File: src/rtl/fwd_hazard_unit.sv
// Operand-forwarding selects over NSRC producer stages (youngest wins) plus a
// load-use hazard controller with a saturating stall-cycle counter.
module fwd_hazard_unit #(
    parameter  int REG_AW   = 5,
    parameter  int NSRC     = 2,
    parameter  int LOAD_LAT = 1,
    parameter  int CNT_W    = 16,
    localparam int FW_W     = $clog2(NSRC + 1)
) (
    input  logic                   clk,
    input  logic                   rst_n,
    input  logic [REG_AW-1:0]      rs1_ex,
    input  logic [REG_AW-1:0]      rs2_ex,
    input  logic [NSRC*REG_AW-1:0] rd_src,
    input  logic [NSRC-1:0]        RegWrite_src,
    input  logic [REG_AW-1:0]      rs1_id,
    input  logic [REG_AW-1:0]      rs2_id,
    input  logic                   use_rs1_id,
    input  logic                   use_rs2_id,
    input  logic [REG_AW-1:0]      rd_ex,
    input  logic                   RegWrite_ex,
    input  logic                   MemRead_ex,
    input  logic                   mem_busy,
    input  logic                   flush,
    input  logic                   perf_clr,
    output logic [FW_W-1:0]        forwardA,
    output logic [FW_W-1:0]        forwardB,
    output logic                   stall_pc,
    output logic                   bubble_ex,
    output logic                   lu_busy,
    output logic [CNT_W-1:0]       stall_cycles
);

    localparam int CNT_CW = $clog2(LOAD_LAT + 1);

    typedef enum logic {RUN, LU_STALL} state_t;

    state_t              state, state_n;
    logic [CNT_CW-1:0]   cnt, cnt_n;
    logic                haz;
    logic                hit_a, hit_b;

    // Scan from the youngest slot; the first hit locks the select.
    always_comb begin
        forwardA = '0;
        forwardB = '0;
        hit_a    = 1'b0;
        hit_b    = 1'b0;
        for (int unsigned i = 0; i < NSRC; i++) begin
            if (!hit_a && RegWrite_src[i] && rd_src[i*REG_AW +: REG_AW] != '0 &&
                rd_src[i*REG_AW +: REG_AW] == rs1_ex) begin
                forwardA = FW_W'(i + 1);
                hit_a    = 1'b1;
            end
            if (!hit_b && RegWrite_src[i] && rd_src[i*REG_AW +: REG_AW] != '0 &&
                rd_src[i*REG_AW +: REG_AW] == rs2_ex) begin
                forwardB = FW_W'(i + 1);
                hit_b    = 1'b1;
            end
        end
    end

    assign haz = MemRead_ex && RegWrite_ex && (rd_ex != '0) &&
                 ((use_rs1_id && rs1_id == rd_ex) || (use_rs2_id && rs2_id == rd_ex));

    always_ff @(posedge clk) begin
        if (!rst_n) begin
            state <= RUN;
            cnt   <= '0;
        end else begin
            state <= state_n;
            cnt   <= cnt_n;
        end
    end

    always_comb begin
        state_n = state;
        cnt_n   = cnt;
        if (mem_busy) begin
            if (flush) begin
                state_n = RUN;
                cnt_n   = '0;
            end
        end else begin
            case (state)
                RUN: begin
                    if (!flush && haz) begin
                        cnt_n   = CNT_CW'(LOAD_LAT - 1);
                        state_n = (LOAD_LAT > 1) ? LU_STALL : RUN;
                    end
                end
                LU_STALL: begin
                    if (flush) begin
                        state_n = RUN;
                        cnt_n   = '0;
                    end else begin
                        cnt_n = cnt - CNT_CW'(1);
                        if (cnt == CNT_CW'(1)) begin
                            state_n = RUN;
                        end
                    end
                end
                default: state_n = RUN;
            endcase
        end
    end

    // Reset gates the stall outputs combinationally so a mid-stall reset
    // releases the pipeline in the same cycle.
    always_comb begin
        stall_pc  = 1'b0;
        bubble_ex = 1'b0;
        if (rst_n) begin
            if (mem_busy) begin
                stall_pc = 1'b1;
            end else begin
                case (state)
                    RUN: begin
                        if (!flush && haz) begin
                            stall_pc  = 1'b1;
                            bubble_ex = 1'b1;
                        end
                    end
                    LU_STALL: begin
                        if (!flush) begin
                            stall_pc  = 1'b1;
                            bubble_ex = 1'b1;
                        end
                    end
                    default: ;
                endcase
            end
        end
    end

    assign lu_busy = rst_n && (state == LU_STALL);

    always_ff @(posedge clk) begin
        if (!rst_n) begin
            stall_cycles <= '0;
        end else if (perf_clr) begin
            stall_cycles <= '0;
        end else if (bubble_ex && stall_cycles != '1) begin
            stall_cycles <= stall_cycles + CNT_W'(1);
        end
    end

endmodule

File: config.mk
export PLATFORM = sky130hd
export DESIGN_NAME = fwd_hazard_unit
export DESIGN_NICKNAME = d
export VERILOG_FILES = /design/src/rtl/fwd_hazard_unit.sv
export SDC_FILE = /design/constraint.sdc
export NUM_CORES = 1
export LEC_CHECK = 0
export CAP_MARGIN = 20
export CORE_ASPECT_RATIO = 1.5
export CORE_MARGIN = 10
export CORE_UTILIZATION = 30
export DETAILED_ROUTE_END_ITERATION = 7
export PLACE_DENSITY = 0.66
export RECOVER_POWER = 100
export SYNTH_ARGS = -nofsm -noshare
export SYNTH_HDL_FRONTEND = slang
export SYNTH_SLANG_ARGS = --single-unit
File: constraint.sdc
create_clock -name clk -period 2.6 [get_ports clk]
set_input_delay 0.78 -clock clk [delete_from_list [all_inputs] [get_ports clk]]
set_output_delay 0.78 -clock clk [all_outputs]
set_load 0.05 [all_outputs]
==> impl_summary.log, run 1 <==
[metrics] Highest Clock Rate: 0.337 GHz
[metrics] Worst IR Drop VDD: 0.335 mV
[metrics] fraction of final layout cells sized beyond drive strength 1: 47.1%
[metrics] overall overflow remaining after global route: 0
[metrics] number of clock buffers inserted by TritonCTS: 3
[metrics] wire length per cell after detailed routing: 15.6 um
[metrics] placed instance count: 330
[metrics] Final min period: 2970 ps
[metrics] setup repair after global routing missed its margin: yes
[metrics] number of storage elements in the synthesis netlist: 18
[metrics] io pins: 69
[metrics] area share of the largest cell type after synthesis: 25.6%
[metrics] commonest cells after routing, fill and taps aside: buf_4 (31), xor2_1 (24), buf_6 (22)
[metrics] number of inserted filler cells in the final layout: 384
[metrics] DRC violation count after routing: 0
[metrics] post-layout instance count excluding filler cells: 344
[metrics] data arrival time of the critical path: 2190 ps
[metrics] Max-Slew Margin vs Limit: 64.2%
[metrics] CTS clk-pin slew, worst paths: 70 ps
[metrics] startpoint types: input port
[metrics] sum of buffers and inverters on the critical path: 2
[metrics] netlist area before placement: 1410 sq um
[metrics] Yosys cell types: 41
[metrics] Combinational Power Share: 35.3%
[metrics] average footprint of a synthesized cell: 8.64 sq um
[metrics] number of global-route vias before repair: 1791
[metrics] top cell type by total area after synthesis: dfxtp_1
[metrics] beginning of the worst register-to-register path: stall_cycles[8]$_SDFFE_PP0P_
[metrics] endpoints failing setup: 6
[metrics] clock tree from TritonCTS: yes
[metrics] Port Buffer Count: 68
[metrics] initial core utilization: 31.0%
[metrics] placed instance area: 2590 sq um
[metrics] Hold/Removal Path Class: flip-flop to flip-flop
[metrics] Pwr Density: 259 nW/um^2
[metrics] slew at the pin with the worst max-slew slack: 536 ps
[metrics] cell type group with the largest total delay on the critical path: simple AND/OR/NAND/NOR gates
[metrics] CP Capture Type: output port
[metrics] initial antenna violation count: 0
[metrics] violations in the final reports: negative setup slack
[metrics] clk sink count: 18
[metrics] Worst EP required: 1820 ps
[metrics] NumNets Final: 329
[metrics] count of antenna diodes in the layout: 0
[metrics] worst setup margin: -371 ps
[metrics] P_sw: 0.000200 W
[metrics] launching element of the worst setup path: rd_src[5]
[metrics] die span in y: 104 um
[metrics] area of all placed cells without fillers: 2800 sq um
[metrics] routability congestion estimate from global placement: 0.763
[metrics] Crit Path Max Fanout: 2
[metrics] clock insertion delay at the later pin of the skew report: 250 ps
[metrics] layout overhead on the synthesized area: 98.8%
[metrics] cell chain of the critical path: clkdlybuf4s15_1 -> or4_1 -> o21ai_2 -> or4_4 -> nor4_4 -> buf_12
[metrics] kind of critical path: input port to output port
[metrics] clk root buf: clkbuf_8
[metrics] Worst Hold Launch: cnt$_SDFFE_PN0P_
[metrics] final hold violation count: 0
[metrics] number of iterations in the first detailed-routing pass: 4
[metrics] leakage power summed over all cells: 1.22 nW
[metrics] number of synthesized flops with an enable pin: 0
[metrics] post-synth net total: 210
[metrics] portion of the post-synthesis area used by sequential elements: 25.6%
[metrics] DR vias: 1624
[metrics] Total Power Consumption: 0.000726 W
[metrics] pins over their slew limit: 0
[metrics] Bufs on Longest Clock Path: 2
[metrics] Core Region: 4540 sq um
[metrics] primary flip-flop cell chosen by synthesis mapping: dfxtp_1
[metrics] outcome: finished with violations
[metrics] P_int: 0.000525 W
[metrics] number of levels in the clock H-tree: 1
[metrics] Synth async-reset ratio: 0%
[metrics] master of the slowest instance on the critical path: or4_4
[metrics] warning count from the yosys run: 0
[metrics] max-cap viol count: 0
[metrics] first-pass GRT wire length: 9.12 mm
[metrics] most common cell after layout, fill and taps aside: buf_4
[metrics] largest net degree at the start of global routing: 14
[metrics] global routing usage summed across all routing layers: 13.8%
[metrics] final worst-path cycle share: 114%
[metrics] number of design-rule violations left by the first detailed-router iteration: 41
[metrics] Die Wd: 75.9 um
[metrics] post-DR vias/cell: 4.72
[metrics] Reg power frac: 38.0%
[metrics] number of standard-cell rows in the floorplan: 30
[metrics] number of antenna-violating nets in the routed design: 0
[metrics] switching part of the total power: 27.6%
[metrics] highest cell delay on the worst timing path: 490 ps
[metrics] final wirelength: 5.35 mm
[metrics] relative contribution of the clock network to total power: 26.7%
[metrics] floorplan die area: 7890 sq um
[metrics] Max Clock Skew: 3.53 ps
[metrics] half-perimeter wire length after placement: 4.20 mm
[metrics] Area contributors post-synth: dfxtp_1 (26%), xor2_1 (16%), xnor2_1 (11%), nand3_2 (4.3%), nor2_1 (4.3%)
[metrics] instance count of the mapped netlist: 163
[area by class of cell]
cell class | instances | area [sq um] | share of cell area [%]
Inverter | 6 | 22.5 | 0.805
Sequential cell | 18 | 360 | 12.9
Timing Repair Buffer | 117 | 1060 | 37.8
Clock buffer | 3 | 41.3 | 1.48
Multi-Input combinational cell | 136 | 1240 | 44.2
Tap cell | 64 | 80.1 | 2.86
[Yosys cell counts (2+ instances only)]
cell type,instances
dfxtp_1,18
xor2_1,25
o21a_1,2
a211oi_1,3
and3_1,5
nor4_1,4
nand2_1,9
o21ai_0,3
and2_1,2
nand4_1,8
and4_1,2
or4_1,4
nand3_1,5
nor2b_1,2
nand3_2,6
a21oi_1,4
nor2_1,16
xnor2_1,17
inv_1,6
[through the flow]
step / TNS (ps) / setup slack (ps) / hold WS (ps) / util, %
after global routing: -2370 / -456 / 571 / 61.6
after detailed placement: -7410 / -758 / 525 / 57.0
after global placement: -7180 / -737 / 504 / 57.0
after floorplan: -817 / -402 / 490 / -
final: -1530 / -371 / 537 / 61.6
after CTS: -1270 / -419 / 539 / 61.9
[power groups by stage]
stage               logic [W]  registers [W]  clock network (W)
finish               0.000256       0.000276           0.000194
global route         0.000275       0.000275           0.000208
CTS                  0.000255       0.000276           0.000197
detailed placement   0.000224       0.000282                  0
global placement     0.000223       0.000282                  0
floorplan           0.0000835       0.000282                  0
[layer usage]
layer | part of all wire, % | wire (um) | global-route usage, % | vias to the layer above
li1 | - | - | - | 817
met1 | 42 | 2240 | 15.7 | 746
met2 | 50 | 2700 | 23.8 | 55
met3 | 6.7 | 359 | 4.50 | 6
met4 | 1.1 | 57 | 3.26 | 0
met5 | 0 | 0 | 0 | -
[worst reg2reg max path: cells and delay by family, from the launching register on]
kind            cells  cell delay, ps
buf+inv             1             280
compound gates      1             400
flops               1             350
simple gates        4             690
xor+xnor            1             160
[state kept, by name (all words and copies together), names as in the netlist]
name / flops
state: 1
stall_cycles: 16
cnt: 1
[cell families after synthesis]
logic type,count (synthesis),synth area share [%]
and+or+nand+nor,73,32.2
xor gates and xnor gates,42,26.1
AOI/OAI and AO/OA,20,11.6
DFF,18,25.6
buffers and inverters,9,3.64
adders and majority gates,1,0.889
[final timing paths]
| check | slack [ps] | cells past startpoint | endpoint |
|---|---|---|---|
| setup / recovery | -370 | 6 | forwardB[1] |
| hold / removal | 540 | 2 | cnt$_SDFFE_PN0P_ |
| setup reg to reg | 620 | 7 | stall_cycles[14]$_SDFFE_PP0P_ |
| hold reg to reg | 540 | 2 | cnt$_SDFFE_PN0P_ |
[repair_timing]
item / in CTS / in global routing
hold buffers: 0 / 0
setup buffers: 9 / 2
pin swaps: 35 / 8
endpoints found under the setup margin: 9 / 7
gates resized for setup: 157 / 21
hold endpoints to repair: 0 / 0
Note: power is estimated with default switching activity, not from simulation.
==> run 2: changes to the inputs <==
Settings changed: CTS_CLUSTER_DIAMETER set to 80.
==> results of run 2 <==
Final layout, timing and power as in run 1 (identical DEF).
